### src/rtl/mem_bus_master_pkg.sv
// Shared definitions for mem_bus_master: request modes, FSM states and
// AXI response codes. The optional MEM_BUS_RESP_ERR_EN feature uses the
// is_resp_err() helper.
package mem_bus_master_pkg;

    localparam logic MEMREQ_READ  = 1'b0;
    localparam logic MEMREQ_WRITE = 1'b1;

    typedef enum logic [2:0] {
        ST_IDLE,
        ST_RD_ADDR,
        ST_RD_DATA,
        ST_WR_REQ,
        ST_WR_RESP
    } mem_bus_state_t;

    localparam logic [1:0] AXI_RESP_OKAY   = 2'b00;
    localparam logic [1:0] AXI_RESP_EXOKAY = 2'b01;
    localparam logic [1:0] AXI_RESP_SLVERR = 2'b10;
    localparam logic [1:0] AXI_RESP_DECERR = 2'b11;

    // Anything other than OKAY is treated as an error response.
    function automatic logic is_resp_err(input logic [1:0] resp);
        return resp != AXI_RESP_OKAY;
    endfunction

endpackage

### src/rtl/mem_bus_master_req_slot.sv
// mem_req_slot: one-entry holding buffer for a memory request that arrives
// while the bus master is busy. Push and pop in the same cycle replace the
// held entry with the incoming one. A push into a full slot is dropped.
module mem_req_slot
    import mem_bus_master_pkg::*;
#(
    parameter int ADDR_W = 32,
    parameter int DATA_W = 32
) (
    input  logic                clk,
    input  logic                rstn,
    input  logic                i_push,
    input  logic                i_pop,
    input  logic                i_mode,
    input  logic [ADDR_W-1:0]   i_addr,
    input  logic [DATA_W-1:0]   i_wdata,
    input  logic [DATA_W/8-1:0] i_wstrb,
    output logic                o_valid,
    output logic                o_mode,
    output logic [ADDR_W-1:0]   o_addr,
    output logic [DATA_W-1:0]   o_wdata,
    output logic [DATA_W/8-1:0] o_wstrb
);

    logic                r_valid;
    logic                r_mode;
    logic [ADDR_W-1:0]   r_addr;
    logic [DATA_W-1:0]   r_wdata;
    logic [DATA_W/8-1:0] r_wstrb;
    logic                w_load;

    assign w_load = i_push && (!r_valid || i_pop);

    // Occupancy flag: set by any push, cleared by a pop without a push.
    always_ff @(posedge clk or negedge rstn) begin
        // NOTE: flops use <= so every register samples pre-edge values.
        if (!rstn) begin
            r_valid <= 1'b0;
        end else begin
            r_valid <= i_push || (r_valid && !i_pop);
        end
    end

    // Payload capture.
    always_ff @(posedge clk) begin
        // NOTE: payload is only read while r_valid is set, so it needs no reset.
        if (w_load) begin
            r_mode  <= i_mode;
            r_addr  <= i_addr;
            r_wdata <= i_wdata;
            r_wstrb <= i_wstrb;
        end
    end

`ifndef SYNTHESIS
    // Flag a request lost because the slot was already occupied.
    always_ff @(posedge clk) begin
        if (rstn && i_push && r_valid && !i_pop) begin
            $error("mem_req_slot: slot full, request dropped");
        end
    end
`endif

    assign o_valid = r_valid;
    assign o_mode  = r_mode;
    assign o_addr  = r_addr;
    assign o_wdata = r_wdata;
    assign o_wstrb = r_wstrb;

endmodule

### src/rtl/mem_bus_master.sv
// mem_bus_master: turns single-cycle memory requests into AXI4-Lite master
// transactions and answers with a one-cycle resp_enable pulse. One request
// can wait in a pending slot while a transaction is in flight.
// Optional feature macro: MEM_BUS_RESP_ERR_EN adds sticky err/err_addr.
module mem_bus_master
    import mem_bus_master_pkg::*;
#(
    parameter int         ADDR_W = 32,
    parameter int         DATA_W = 32,
    parameter logic [2:0] AXPROT = 3'b000
) (
    input  logic                clk,
    input  logic                rstn,
    input  logic                req_enable,
    input  logic                req_mode,
    input  logic [ADDR_W-1:0]   req_addr,
    input  logic [DATA_W-1:0]   req_wdata,
    input  logic [DATA_W/8-1:0] req_wstrb,
    output logic                resp_enable,
    output logic [DATA_W-1:0]   resp_data,
    output logic                busy,
    output logic [ADDR_W-1:0]   m_axi_awaddr,
    output logic [2:0]          m_axi_awprot,
    output logic                m_axi_awvalid,
    input  logic                m_axi_awready,
    output logic [DATA_W-1:0]   m_axi_wdata,
    output logic [DATA_W/8-1:0] m_axi_wstrb,
    output logic                m_axi_wvalid,
    input  logic                m_axi_wready,
    input  logic [1:0]          m_axi_bresp,
    input  logic                m_axi_bvalid,
    output logic                m_axi_bready,
    output logic [ADDR_W-1:0]   m_axi_araddr,
    output logic [2:0]          m_axi_arprot,
    output logic                m_axi_arvalid,
    input  logic                m_axi_arready,
    input  logic [DATA_W-1:0]   m_axi_rdata,
    input  logic [1:0]          m_axi_rresp,
    input  logic                m_axi_rvalid,
    output logic                m_axi_rready
`ifdef MEM_BUS_RESP_ERR_EN
    ,
    output logic                err,
    output logic [ADDR_W-1:0]   err_addr
`endif
);

    localparam int STRB_W = DATA_W / 8;

    // Every bus-facing output is a flop, so valid/payload never glitch.
    typedef struct packed {
        logic              arvalid;
        logic [ADDR_W-1:0] araddr;
        logic              rready;
        logic              awvalid;
        logic [ADDR_W-1:0] awaddr;
        logic              wvalid;
        logic [DATA_W-1:0] wdata;
        logic [STRB_W-1:0] wstrb;
        logic              bready;
        logic              resp_enable;
        logic [DATA_W-1:0] resp_data;
    } bus_regs_t;

    mem_bus_state_t    r_state, w_state_next;
    bus_regs_t         r_bus, w_bus_next;

    logic              w_slot_valid, w_slot_mode, w_slot_push, w_slot_pop;
    logic [ADDR_W-1:0] w_slot_addr;
    logic [DATA_W-1:0] w_slot_wdata;
    logic [STRB_W-1:0] w_slot_wstrb;

    logic              w_src_valid, w_src_mode;
    logic [ADDR_W-1:0] w_src_addr;
    logic [DATA_W-1:0] w_src_wdata;
    logic [STRB_W-1:0] w_src_wstrb;

    logic              w_rd_done, w_wr_done;

    // A waiting request always goes first; a new one arriving then, or while
    // a transaction is in flight, takes its place in the slot.
    assign w_slot_pop  = (r_state == ST_IDLE) && w_slot_valid;
    assign w_slot_push = req_enable && ((r_state != ST_IDLE) || w_slot_valid);

    assign w_src_valid = w_slot_valid || req_enable;
    assign w_src_mode  = w_slot_valid ? w_slot_mode  : req_mode;
    assign w_src_addr  = w_slot_valid ? w_slot_addr  : req_addr;
    assign w_src_wdata = w_slot_valid ? w_slot_wdata : req_wdata;
    assign w_src_wstrb = w_slot_valid ? w_slot_wstrb : req_wstrb;

    assign w_rd_done = (r_state == ST_RD_DATA) && m_axi_rvalid && r_bus.rready;
    assign w_wr_done = (r_state == ST_WR_RESP) && m_axi_bvalid && r_bus.bready;

    mem_req_slot #(
        .ADDR_W (ADDR_W),
        .DATA_W (DATA_W)
    ) u_slot (
        .clk     (clk),
        .rstn    (rstn),
        .i_push  (w_slot_push),
        .i_pop   (w_slot_pop),
        .i_mode  (req_mode),
        .i_addr  (req_addr),
        .i_wdata (req_wdata),
        .i_wstrb (req_wstrb),
        .o_valid (w_slot_valid),
        .o_mode  (w_slot_mode),
        .o_addr  (w_slot_addr),
        .o_wdata (w_slot_wdata),
        .o_wstrb (w_slot_wstrb)
    );

    // Next-state and next bus-register values.
    always_comb begin
        // NOTE: defaults come first so no path leaves a target unassigned (no latches).
        w_state_next           = r_state;
        w_bus_next             = r_bus;
        w_bus_next.resp_enable = 1'b0;
        case (r_state)
            ST_IDLE: begin
                if (w_src_valid) begin
                    if (w_src_mode == MEMREQ_READ) begin
                        w_bus_next.araddr  = w_src_addr;
                        w_bus_next.arvalid = 1'b1;
                        w_state_next       = ST_RD_ADDR;
                    end else begin
                        w_bus_next.awaddr  = w_src_addr;
                        w_bus_next.wdata   = w_src_wdata;
                        w_bus_next.wstrb   = w_src_wstrb;
                        w_bus_next.awvalid = 1'b1;
                        w_bus_next.wvalid  = 1'b1;
                        w_state_next       = ST_WR_REQ;
                    end
                end
            end
            ST_RD_ADDR: begin
                if (m_axi_arready) begin
                    w_bus_next.arvalid = 1'b0;
                    w_bus_next.rready  = 1'b1;
                    w_state_next       = ST_RD_DATA;
                end
            end
            ST_RD_DATA: begin
                if (w_rd_done) begin
                    w_bus_next.resp_data   = m_axi_rdata;
                    w_bus_next.resp_enable = 1'b1;
                    w_bus_next.rready      = 1'b0;
                    w_state_next           = ST_IDLE;
                end
            end
            ST_WR_REQ: begin
                // AW and W complete independently, in any order.
                if (m_axi_awready) w_bus_next.awvalid = 1'b0;
                if (m_axi_wready)  w_bus_next.wvalid  = 1'b0;
                if ((!r_bus.awvalid || m_axi_awready) && (!r_bus.wvalid || m_axi_wready)) begin
                    w_bus_next.bready = 1'b1;
                    w_state_next      = ST_WR_RESP;
                end
            end
            ST_WR_RESP: begin
                if (w_wr_done) begin
                    w_bus_next.resp_data   = '0;
                    w_bus_next.resp_enable = 1'b1;
                    w_bus_next.bready      = 1'b0;
                    w_state_next           = ST_IDLE;
                end
            end
            default: w_state_next = ST_IDLE;
        endcase
    end

    // State and registered bus outputs; reset abandons any transaction.
    always_ff @(posedge clk or negedge rstn) begin
        if (!rstn) begin
            r_state <= ST_IDLE;
            r_bus   <= '0;
        end else begin
            r_state <= w_state_next;
            r_bus   <= w_bus_next;
        end
    end

`ifdef MEM_BUS_RESP_ERR_EN
    logic              r_err;
    logic [ADDR_W-1:0] r_err_addr;

    // Sticky capture of the first failing response and its address.
    always_ff @(posedge clk or negedge rstn) begin
        if (!rstn) begin
            r_err      <= 1'b0;
            r_err_addr <= '0;
        end else if (!r_err) begin
            if (w_rd_done && is_resp_err(m_axi_rresp)) begin
                r_err      <= 1'b1;
                r_err_addr <= r_bus.araddr;
            end else if (w_wr_done && is_resp_err(m_axi_bresp)) begin
                r_err      <= 1'b1;
                r_err_addr <= r_bus.awaddr;
            end
        end
    end

    assign err      = r_err;
    assign err_addr = r_err_addr;
`else
    // Response codes are ignored in this build.
    logic w_unused_resp;
    assign w_unused_resp = ^{m_axi_rresp, m_axi_bresp};
`endif

    assign resp_enable   = r_bus.resp_enable;
    assign resp_data     = r_bus.resp_data;
    assign busy          = (r_state != ST_IDLE) || w_slot_valid;
    assign m_axi_awaddr  = r_bus.awaddr;
    assign m_axi_awprot  = AXPROT;
    assign m_axi_awvalid = r_bus.awvalid;
    assign m_axi_wdata   = r_bus.wdata;
    assign m_axi_wstrb   = r_bus.wstrb;
    assign m_axi_wvalid  = r_bus.wvalid;
    assign m_axi_bready  = r_bus.bready;
    assign m_axi_araddr  = r_bus.araddr;
    assign m_axi_arprot  = AXPROT;
    assign m_axi_arvalid = r_bus.arvalid;
    assign m_axi_rready  = r_bus.rready;

endmodule
### config.mk
export PLATFORM = sky130hd
export DESIGN_NAME = mem_bus_master
export DESIGN_NICKNAME = d
export VERILOG_FILES = /design/src/rtl/mem_bus_master_pkg.sv /design/src/rtl/mem_bus_master_req_slot.sv /design/src/rtl/mem_bus_master.sv
export SDC_FILE = /design/constraint.sdc
export NUM_CORES = 1
export LEC_CHECK = 0
export ABC_AREA = 1
export CAP_MARGIN = 20
export CORE_MARGIN = 2
export CORE_UTILIZATION = 30
export CTS_CLUSTER_SIZE = 20
export DETAILED_ROUTE_END_ITERATION = 6
export GPL_ROUTABILITY_DRIVEN = 0
export GPL_TIMING_DRIVEN = 0
export MAX_ROUTING_LAYER = met4
export PLACE_DENSITY = 0.57
export SKIP_CTS_REPAIR_TIMING = 1
export SLEW_MARGIN = 20
export SYNTH_ARGS = -nofsm -noshare
export SYNTH_HDL_FRONTEND = slang
export SYNTH_SLANG_ARGS = --single-unit
### constraint.sdc
create_clock -name clk -period 15 [get_ports clk]
set_input_delay 3 -clock clk [delete_from_list [all_inputs] [get_ports clk]]
set_output_delay 3 -clock clk [all_outputs]
set_load 0.005 [all_outputs]
==> results of run 1 <==
[synth_stat cells (all sizes together)]
library cell and count:
conb 1, clkbuf 19, nor3 1, dfrtp 142, nand3 40, nor2 11
o21bai 1, nand2 539, a21oi 2, o21a 1, nand4 1, o21ai 35
edfxtp 69, inv 47, buf 32
[metrics by stage]
stage               hold WS (ns)  power [mW]   util  setup slack, ns
floorplan                  0.465        1.46      -             8.07
global placement           0.455        2.06  0.412             4.61
detailed placement         0.457        2.09  0.417            10.13
CTS                        0.471        2.69  0.446             9.56
global route               0.494        2.86  0.446             9.48
finish                     0.465        2.65  0.447             9.62
[registers in the layout, summed over array words and instances (netlist names)]
| register | flops |
|---|---|
| u_slot.o_mode | 1 |
| u_slot.o_addr | 32 |
| resp_data | 32 |
| u_slot.o_valid | 1 |
| r_state | 3 |
| m_axi_araddr | 32 |
| m_axi_wvalid | 1 |
| m_axi_awaddr | 32 |
| m_axi_arvalid | 1 |
| resp_enable | 1 |
| m_axi_rready | 1 |
| u_slot.o_wdata | 32 |
| m_axi_wstrb | 4 |
| m_axi_bready | 1 |
| m_axi_wdata | 32 |
| u_slot.o_wstrb | 4 |
| m_axi_awvalid | 1 |
[logic make-up after synthesis]
| family | count (synthesis) |
|---|---|
| simple gates | 592 |
| flops | 211 |
| buf+inv | 98 |
| compound gates | 39 |
| other cells | 1 |
[power groups by stage]
stage	registers (mW)	logic (mW)	clock network, mW
after floorplan	0.974	0.490	0
after global placement	0.979	1.08	0
after detailed placement	0.964	1.12	0
after CTS	0.958	1.13	0.611
after global routing	0.984	1.24	0.631
final	0.956	1.10	0.591
[metal layers]
layer	track usage	part of all wire	up-vias	wire (µm)
met1	0.228	0.44	3336	11500
met3	0.0363	0.056	42	1470
met4	0.0512	0.028	0	729
li1	-	-	3495	-
met5	-	0	-	0
met2	0.290	0.47	220	12200
[cell type report]
| type | count | area [µm²] |
|---|---|---|
| multi-input cells | 637 | 2540 |
| fillers | 2758 | 15500 |
| clock inverters | 7 | 38.8 |
| plain buffers | 51 | 277 |
| repair buffers | 252 | 2600 |
| flip-flops and latches | 211 | 5630 |
| diodes | 3 | 7.51 |
| well taps | 378 | 473 |
| clock buffers | 41 | 768 |
| inverters | 47 | 179 |
[final timing paths]
kind                                        from            endpoint
worst min-delay path            m_axi_awaddr[25]    m_axi_awaddr[25]
worst max-delay path              u_slot.o_valid                busy
worst max register to register    u_slot.o_valid  u_slot.o_wdata[26]
worst min register to register  m_axi_awaddr[25]    m_axi_awaddr[25]
max in group asynchronous                   rstn     m_axi_wdata[26]
min in group asynchronous                   rstn       resp_data[16]
[critical path, cell delays in order, from the launching register on]
cell                              delay [ns]
sky130_fd_sc_hd__dfrtp_1                0.35
sky130_fd_sc_hd__buf_2                  0.20
sky130_fd_sc_hd__inv_4                  0.14
sky130_fd_sc_hd__clkbuf_1               0.48
sky130_fd_sc_hd__nand2_1                0.16
sky130_fd_sc_hd__clkdlybuf4s50_1        0.53
[cell usage in the layout (no fill, tap or decap), types with 6 or more instances in the layout]
cell / count
sky130_fd_sc_hd__o21ai_1: 24
sky130_fd_sc_hd__edfxtp_1: 69
sky130_fd_sc_hd__o21ai_0: 11
sky130_fd_sc_hd__nor2_1: 6
sky130_fd_sc_hd__clkbuf_16: 27
sky130_fd_sc_hd__nand3_1: 40
sky130_fd_sc_hd__dfrtp_1: 142
sky130_fd_sc_hd__buf_4: 12
sky130_fd_sc_hd__clkdlybuf4s50_1: 246
sky130_fd_sc_hd__buf_2: 14
sky130_fd_sc_hd__clkbuf_1: 29
sky130_fd_sc_hd__inv_1: 42
sky130_fd_sc_hd__nand2_1: 537
sky130_fd_sc_hd__conb_1: 6
==> PnR_summary.wiki, run 1 <==
{| class="wikitable"
! Metric !! Value
|-
| Run status || finished clean
|-
| R2R Setup Slk || roughly 13 ns
|-
| Antenna Nets Post-Route || 0
|-
| Die Footprint || between 0.02 and 0.03 mm²
|-
| Leakage power total || a little under 6 nW
|-
| Worst Clk Skew || 0.0128 ns
|-
| Avg Vias per Cell || around 4.4
|-
| Maximum level of the CTS H-tree || 1
|-
| Synth Area in Adders || 0
|-
| Hold-critical path depth || 2
|-
| Detailed-placement wirelength estimate || ~18 mm
|-
| Combined area of all synthesized cells || between 0.008 and 0.009 mm²
|-
| Leading post-synthesis cells by cell area || sky130_fd_sc_hd__dfrtp_1, sky130_fd_sc_hd__edfxtp_1, sky130_fd_sc_hd__nand2_1, sky130_fd_sc_hd__nand3_1, sky130_fd_sc_hd__inv_1
|-
| Path class of the lowest-slack min-delay path || reg2reg
|-
| Clock transition at the registers of the reported paths || approximately 0.050 ns
|-
| Number of unique standard cell types used by synthesis || 24
|-
| Area of all placed cells without fillers || approximately 0.013 mm²
|-
| Final Non-Filler Cells || roughly 1600
|-
| Switch Pwr || 935 µW
|-
| Kind of start point of the critical path || register
|-
| Die W || roughly 170 µm
|-
| Library cell occupying the most area in the post-synthesis netlist || sky130_fd_sc_hd__dfrtp_1
|-
| First-pass GRT wire length || 41.3 mm
|-
| Max-cap violations || 0
|-
| Core area || about 0.028 mm²
|-
| Count of final hold-check violations || 0
|-
| Total vias in the final route || 7093
|-
| Mean post-synth cell area || ~9.1 µm²
|-
| Power share of the combinational group || 0.417
|-
| DIE HEIGHT || 173 µm
|-
| Post-synthesis share of cell area spent on and, or, nand and nor gates || 0.268
|-
| Final period utilization || 0.358
|-
| Cells after synthesis || 941
|-
| Register area share after synthesis || 0.655
|-
| Top-level port count || ~260
|-
| Overall routing resource usage || 0.179
|-
| Fraction of the mapped netlist area in compound gates || 0.0233
|-
| Synth-to-Final Area Change || 45.6%
|-
| Share of total power in sequential cells || 0.361
|-
| Initial antenna violation count || 2
|-
| Final setup violation count || 0
|-
| Final-stage net count || about 1300
|-
| Starting density of the core || 0.307
|-
| Sum of routed wire length over all layers || between 20 and 30 mm
|-
| Worst-case clock buffer depth || 3
|-
| Total clock buffers created by CTS || 26
|-
| Maximum operating frequency || roughly 0.19 GHz
|-
| Synthesis warning total || 0
|-
| CTS root buffer || sky130_fd_sc_hd__clkbuf_16
|-
| Final Critical Period || around 5.4 ns
|-
| Power per cell area || about 210 mW/mm²
|-
| 1st-iter DRT viols || 330
|-
| Number of buffers inserted by port buffering || ~250
|-
| Routed wirelength normalized by instance count || between 15 and 20 µm
|-
| Final sum of negative setup slack || 0 ns
|-
| Arrival time of data at the critical path endpoint || 2.38 ns
|-
| Seq cells post-synth || about 210
|-
| Number of remaining DRC errors || 0
|-
| Congestion Overflow GR || 0
|-
| Proportion of synthesized area in mux cells || 0
|-
| Maximum net fanout on the critical path || 10
|-
| Sw Share || 0.353
|-
| Number of cell rows || 61
|-
| Main combinational cell family by area after synthesis || simple AND/OR/NAND/NOR gates
|-
| CTS tree || built
|-
| Worst Setup Path Type || reg2out
|-
| Measured slew at the worst slew-check pin || 0.727 ns
|-
| Number of global-route vias before repair || approximately 7300
|-
| DRT Pass-1 Iters || 5
|-
| Fraction of synthesized cell area in xor and xnor cells || 0
|-
| Endpoint class of the critical path || output port
|-
| Post-detailed-placement cell area || around 0.012 mm²
|-
| Top cell type's share of synthesized area || 0.414
|-
| Max VDD drop || 0.120 mV
|-
| Pin count of the biggest net entering global routing || 79
|-
| Relative slew slack || 0.515
|-
| Number of clock sinks || ~210
|-
| Final Max Tran Viols || 0
|-
| Clock network power share || 0.223
|-
| Fraction of final layout cells with drive strength greater than 1 || 0.0698
|-
| Clock latency on the worst-skew pair || roughly 0.52 ns
|-
| Design internal power || between 1.5 and 2 mW
|-
| Placed cell count || between 1500 and 2000
|-
| Worst endpoint required time || 12.00 ns
|-
| Setup repair after global routing missed its margin || false
|-
| Cell depth of the worst flop-to-flop path || 8
|}
No activity file was read; power rests on OpenSTA's default activity.
==> inputs of run 2 (changes only) <==
PLACE_DENSITY = 0.59   (was 0.57)
clock period = 4.3 ns   (was 15 ns; I/O delays follow)
==> PnR_summary.wiki, run 2 (synthesis gave the netlist of run 1 again) <==
{| class="wikitable"
! Metric !! Value
|-
| Commonest cells after routing, fill and taps aside || sky130_fd_sc_hd__nand2_1, sky130_fd_sc_hd__clkdlybuf4s50_1, sky130_fd_sc_hd__dfrtp_1, sky130_fd_sc_hd__edfxtp_1, sky130_fd_sc_hd__inv_1
|-
| Placed cell count || ~1600
|-
| Starting density of the core || 0.307
|-
| Sum of routed wire length over all layers || 24.8 mm
|-
| Clock latency on the worst-skew pair || approximately 0.52 ns
|-
| Setup repair after global routing missed its margin || false
|-
| Routed wirelength normalized by instance count || between 15 and 20 µm
|-
| Final period utilization || 0.760
|-
| CTS root buffer || sky130_fd_sc_hd__clkbuf_16
|-
| Kind of start point of the critical path || register
|-
| Clock transition at the registers of the reported paths || approximately 0.060 ns
|-
| Number of remaining DRC errors || 0
|-
| Die W || 173 µm
|-
| Endpoint class of the critical path || output port
|-
| Total vias in the final route || approximately 7000
|-
| Run status || finished clean
|-
| Antenna Nets Post-Route || 0
|-
| DRT Pass-1 Iters || 5
|-
| Crit path largest cell delay || 0.53 ns
|-
| Fraction of final layout cells with drive strength greater than 1 || 0.0715
|-
| Maximum level of the CTS H-tree || 1
|-
| Number of cell rows || between 60 and 70
|-
| DIE HEIGHT || ~170 µm
|-
| Final Non-Filler Cells || 1626
|-
| Arrival time of data at the critical path endpoint || between 2 and 2.5 ns
|-
| Top-level port count || about 260
|-
| R2r endpoint || u_slot.o_wdata[9]
|-
| Fillers || between 2000 and 3000
|-
| Max VDD drop || around 0.38 mV
|-
| Path class of the lowest-slack min-delay path || in2async
|-
| Congestion Overflow GR || 0
|-
| Avg Vias per Cell || approximately 4.3
|-
| Leading cell type in the layout, fill and taps excluded || sky130_fd_sc_hd__nand2_1
|-
| Relative slew slack || 0.536
|-
| Final setup violation count || 0
|-
| R2R Setup Slk || roughly 1.9 ns
|-
| Worst-case clock buffer depth || 3
|-
| Final-stage net count || 1338
|-
| Initial antenna violation count || 3
|-
| Detailed-placement wirelength estimate || around 18 mm
|-
| 1st-iter DRT viols || 378
|-
| Maximum net fanout on the critical path || 10
|-
| Overall routing resource usage || 0.169
|-
| Core area || around 0.028 mm²
|-
| Worst Clk Skew || 0.0133 ns
|-
| Pwr Total || roughly 9.3 mW
|-
| Worst reg2reg startpoint || u_slot.o_valid
|-
| Number of buffers inserted by port buffering || 247
|-
| Synth-to-Final Area Change || 46.3%
|-
| Cell depth of the worst flop-to-flop path || 7
|-
| CP delay by family, top || buffers and inverters
|-
| Max-cap violations || 0
|-
| Final Critical Period || 3.27 ns
|-
| Measured slew at the worst slew-check pin || 0.695 ns
|-
| Max stage delay cell, worst path || sky130_fd_sc_hd__clkdlybuf4s50_1
|-
| Final sum of negative setup slack || 0 ns
|-
| Pin count of the biggest net entering global routing || a little under 80
|-
| Worst endpoint required time || approximately 3.4 ns
|-
| Power per cell area || 740 mW/mm²
|-
| CP Cell Sequence || buf_2 > inv_4 > clkbuf_1 > nand2_1 > clkdlybuf4s50_1
|-
| Total clock buffers created by CTS || 26
|-
| Maximum operating frequency || 0.306 GHz
|-
| First-pass GRT wire length || ~39 mm
|-
| Number of clock sinks || ~210
|-
| Worst Setup Path Type || reg2out
|-
| Worst Path Buf+Inv || 4
|-
| CTS tree || built
|-
| Final Max Tran Viols || 0
|-
| Count of final hold-check violations || 0
|-
| Die Footprint || between 0.02 and 0.03 mm²
|-
| Leakage power total || 5.90 nW
|-
| Number of global-route vias before repair || ~7000
|}
run 2: report_power, final:
part           leakage [nW]  internal, mW  total (mW)  switching (mW)
registers              2.43          2.94        3.33           0.395
logic                  3.04          1.81        3.78            1.97
clock network         0.436          1.36        2.18           0.822
run 2: cell type report:
| cell class | instances | area (µm²) | area share |
|---|---|---|---|
| Antenna cell | 3 | 7.51 | 0.000598 |
| Buffer | 51 | 277 | 0.0220 |
| Clock buffer | 43 | 826 | 0.0657 |
| Clock inverter | 5 | 51.3 | 0.00408 |
| Inverter | 47 | 179 | 0.0142 |
| Multi-Input combinational cell | 637 | 2540 | 0.202 |
| Sequential cell | 211 | 5630 | 0.448 |
| Tap cell | 378 | 473 | 0.0376 |
| Timing Repair Buffer | 251 | 2590 | 0.206 |
run 2: stage by stage:
step	instance area (µm²)	worst slack (ns)	utilization	hold WS, ns
2_1_floorplan	8610	1.06	-	0.465
3_3_place_gp	11600	-3.90	0.413	0.454
3_5_place_dp	11700	1.56	0.417	0.458
4_1_cts	12600	0.977	0.448	0.284
5_1_grt	12600	0.902	0.449	0.299
6_report	12600	1.03	0.449	0.266
run 2: metal layers:
metal  routed length [µm]  GRT usage
met3                 1380     0.0356
met2                11600      0.270
met1                11000      0.213
met5                    0          -
met4                  895     0.0579
run 2: worst reg2reg max path, cell delays in order (launching register included):
cell	delay, ns
sky130_fd_sc_hd__dfrtp_1	0.33
sky130_fd_sc_hd__buf_2	0.24
sky130_fd_sc_hd__inv_4	0.12
sky130_fd_sc_hd__clkbuf_1	0.30
sky130_fd_sc_hd__nand2_1	0.19
sky130_fd_sc_hd__nand2_1	0.11
sky130_fd_sc_hd__a21oi_4	0.56
sky130_fd_sc_hd__buf_16	0.26
run 2: worst max-delay path by stage:
stage / start / end / cells after the start
finish: u_slot.o_valid / busy / 5
global route: u_slot.o_valid / busy / 5
CTS: u_slot.o_valid / busy / 5
detailed placement: u_slot.o_valid / busy / 5
global placement: rstn / m_axi_wdata[15] / 1
floorplan: req_enable / u_slot.o_addr[0] / 2
==> inputs of run 3 (changes only) <==
clock period = 2.7 ns   (was 4.3 ns; I/O delays follow)
==> PnR_summary.wiki, run 3 (synthesis gave the netlist of run 1 again) <==
{| class="wikitable"
! Metric !! Value
|-
| Total vias in the final route || 7023
|-
| Number of global-route vias before repair || about 7300
|-
| Max-cap violations || 0
|-
| Antenna Nets Post-Route || 0
|-
| Fraction of final layout cells with drive strength greater than 1 || 0.0730
|-
| Number of buffers inserted by port buffering || between 200 and 250
|-
| Run status || finished clean
|-
| Routed wirelength normalized by instance count || 15.6 µm
|-
| Clock transition at the registers of the reported paths || approximately 0.06 ns
|-
| DIE HEIGHT || approximately 170 µm
|-
| Relative slew slack || 0.567
|-
| Worst endpoint required time || around 2.2 ns
|-
| Arrival time of data at the critical path endpoint || 1.94 ns
|-
| Number of clock sinks || about 210
|-
| Final Max Tran Viols || 0
|-
| CTS tree || built
|-
| Number of cell rows || 61
|-
| Final Critical Period || approximately 2.5 ns
|-
| Pin count of the biggest net entering global routing || 90
|-
| Overall routing resource usage || 0.174
|-
| Leading cell type in the layout, fill and taps excluded || sky130_fd_sc_hd__nand2_1
|-
| Commonest cells after routing, fill and taps aside || sky130_fd_sc_hd__nand2_1, sky130_fd_sc_hd__clkdlybuf4s50_1, sky130_fd_sc_hd__dfrtp_1, sky130_fd_sc_hd__edfxtp_1, sky130_fd_sc_hd__inv_1
|-
| Final setup violation count || 0
|-
| Total clock buffers created by CTS || 26
|-
| Top-level port count || roughly 260
|-
| Final-stage net count || approximately 1300
|-
| First-pass GRT wire length || 40.7 mm
|-
| Worst Hold Endpoint || m_axi_wdata[21]
|-
| Worst Setup Path Type || reg2out
|-
| Sum of routed wire length over all layers || between 20 and 30 mm
|-
| Final period utilization || 0.918
|-
| Endpoint class of the critical path || output port
|-
| Worst hold margin || between 0.4 and 0.5 ns
|-
| Worst-case clock buffer depth || 3
|-
| Die W || roughly 170 µm
|-
| Kind of start point of the critical path || register
|-
| Cell depth of the worst flop-to-flop path || 6
|-
| Worst min-delay path startpoint || m_axi_wdata[21]
|-
| Leakage power total || roughly 6 nW
|-
| R2r endpoint || u_slot.o_wdata[18]
|-
| Clock latency on the worst-skew pair || around 0.52 ns
|-
| Number of remaining DRC errors || 0
|-
| Maximum level of the CTS H-tree || 1
|-
| Setup repair after global routing missed its margin || false
|-
| Initial antenna violation count || 1
|-
| Detailed-placement wirelength estimate || 18.1 mm
|-
| Maximum net fanout on the critical path || 6
|-
| Area of all placed cells without fillers || 0.0126 mm²
|-
| R2R Setup Slk || roughly 0.35 ns
|-
| Count of final hold-check violations || 0
|-
| Power per cell area || around 1200 mW/mm²
|-
| Avg Vias per Cell || between 4 and 5
|-
| Maximum operating frequency || approximately 0.40 GHz
|-
| Die Footprint || ~0.030 mm²
|-
| Worst reg2reg startpoint || u_slot.o_valid
|-
| 1st-iter DRT viols || around 350
|-
| Max VDD drop || 0.564 mV
|-
| Starting density of the core || 0.307
|-
| Measured slew at the worst slew-check pin || 0.649 ns
|-
| Worst Clk Skew || approximately 0.010 ns
|-
| CTS root buffer || sky130_fd_sc_hd__clkbuf_16
|-
| Hold-critical path depth || 2
|-
| Congestion Overflow GR || 0
|-
| Core area || between 0.02 and 0.03 mm²
|-
| Path class of the lowest-slack min-delay path || reg2reg
|-
| Synth-to-Final Area Change || 47.2%
|-
| Post-detailed-placement cell area || between 0.01 and 0.015 mm²
|-
| DRT Pass-1 Iters || 5
|}
[run 3: report_power, final]
part	switching, mW	total (mW)	internal (mW)
Sequential	0.616	5.30	4.68
Clock	1.34	3.67	2.33
Combinational	3.20	6.12	2.92
Total	5.16	15.1	9.93
[run 3: worst max-delay path, stage by stage, from the launching register on]
cell	delay, ns
sky130_fd_sc_hd__dfrtp_1	0.44
sky130_fd_sc_hd__inv_2	0.08
sky130_fd_sc_hd__nand2_1	0.08
sky130_fd_sc_hd__nor2_2	0.22
sky130_fd_sc_hd__nand2_1	0.10
sky130_fd_sc_hd__clkdlybuf4s50_1	0.50
[run 3: area by class of cell]
cell class                      instances  area (µm²)
Sequential cell                       211        5630
Clock buffer                           42         845
Buffer                                 50         273
Inverter                               47         179
Multi-Input combinational cell        637        2540
Timing Repair Buffer                  253        2630
Clock inverter                          6        86.3
Tap cell                              378         473
Antenna cell                            1        2.50
Fill cell                            2747       15400
[run 3: through the flow]
| step | setup TNS (ns) | setup WS [ns] | util | power, mW | instances |
|---|---|---|---|---|---|
| after floorplan | 0 | 0.189 | - | 8.11 | 946 |
| after global placement | -805.13 | -5.26 | 0.413 | 11.3 | 1571 |
| after detailed placement | 0 | 0.0646 | 0.418 | 11.6 | 1576 |
| after CTS | -0.221 | -0.221 | 0.451 | 15.4 | 1624 |
| after global routing | 0 | 0.0922 | 0.451 | 16.2 | 1625 |
| final | 0 | 0.221 | 0.451 | 15.1 | 1625 |
[run 3: routing by layer]
metal	routed length, µm	up-vias	global-route usage
met3	1400	42	0.0347
met2	11600	222	0.279
met1	11500	3270	0.223
met4	816	0	0.0569
li1	-	3489	-
met5	0	-	-
[run 3: worst max path at each step]
stage	from	end	slack, ns	cells past startpoint
global placement	rstn	m_axi_araddr[10]	-5.26	1
global route	r_state[2]	busy	0.09	5
detailed placement	u_slot.o_valid	u_slot.o_wdata[15]	0.06	9
CTS	u_slot.o_valid	busy	-0.22	5
finish	r_state[2]	busy	0.22	5
floorplan	u_slot.o_valid	u_slot.o_addr[0]	0.19	6
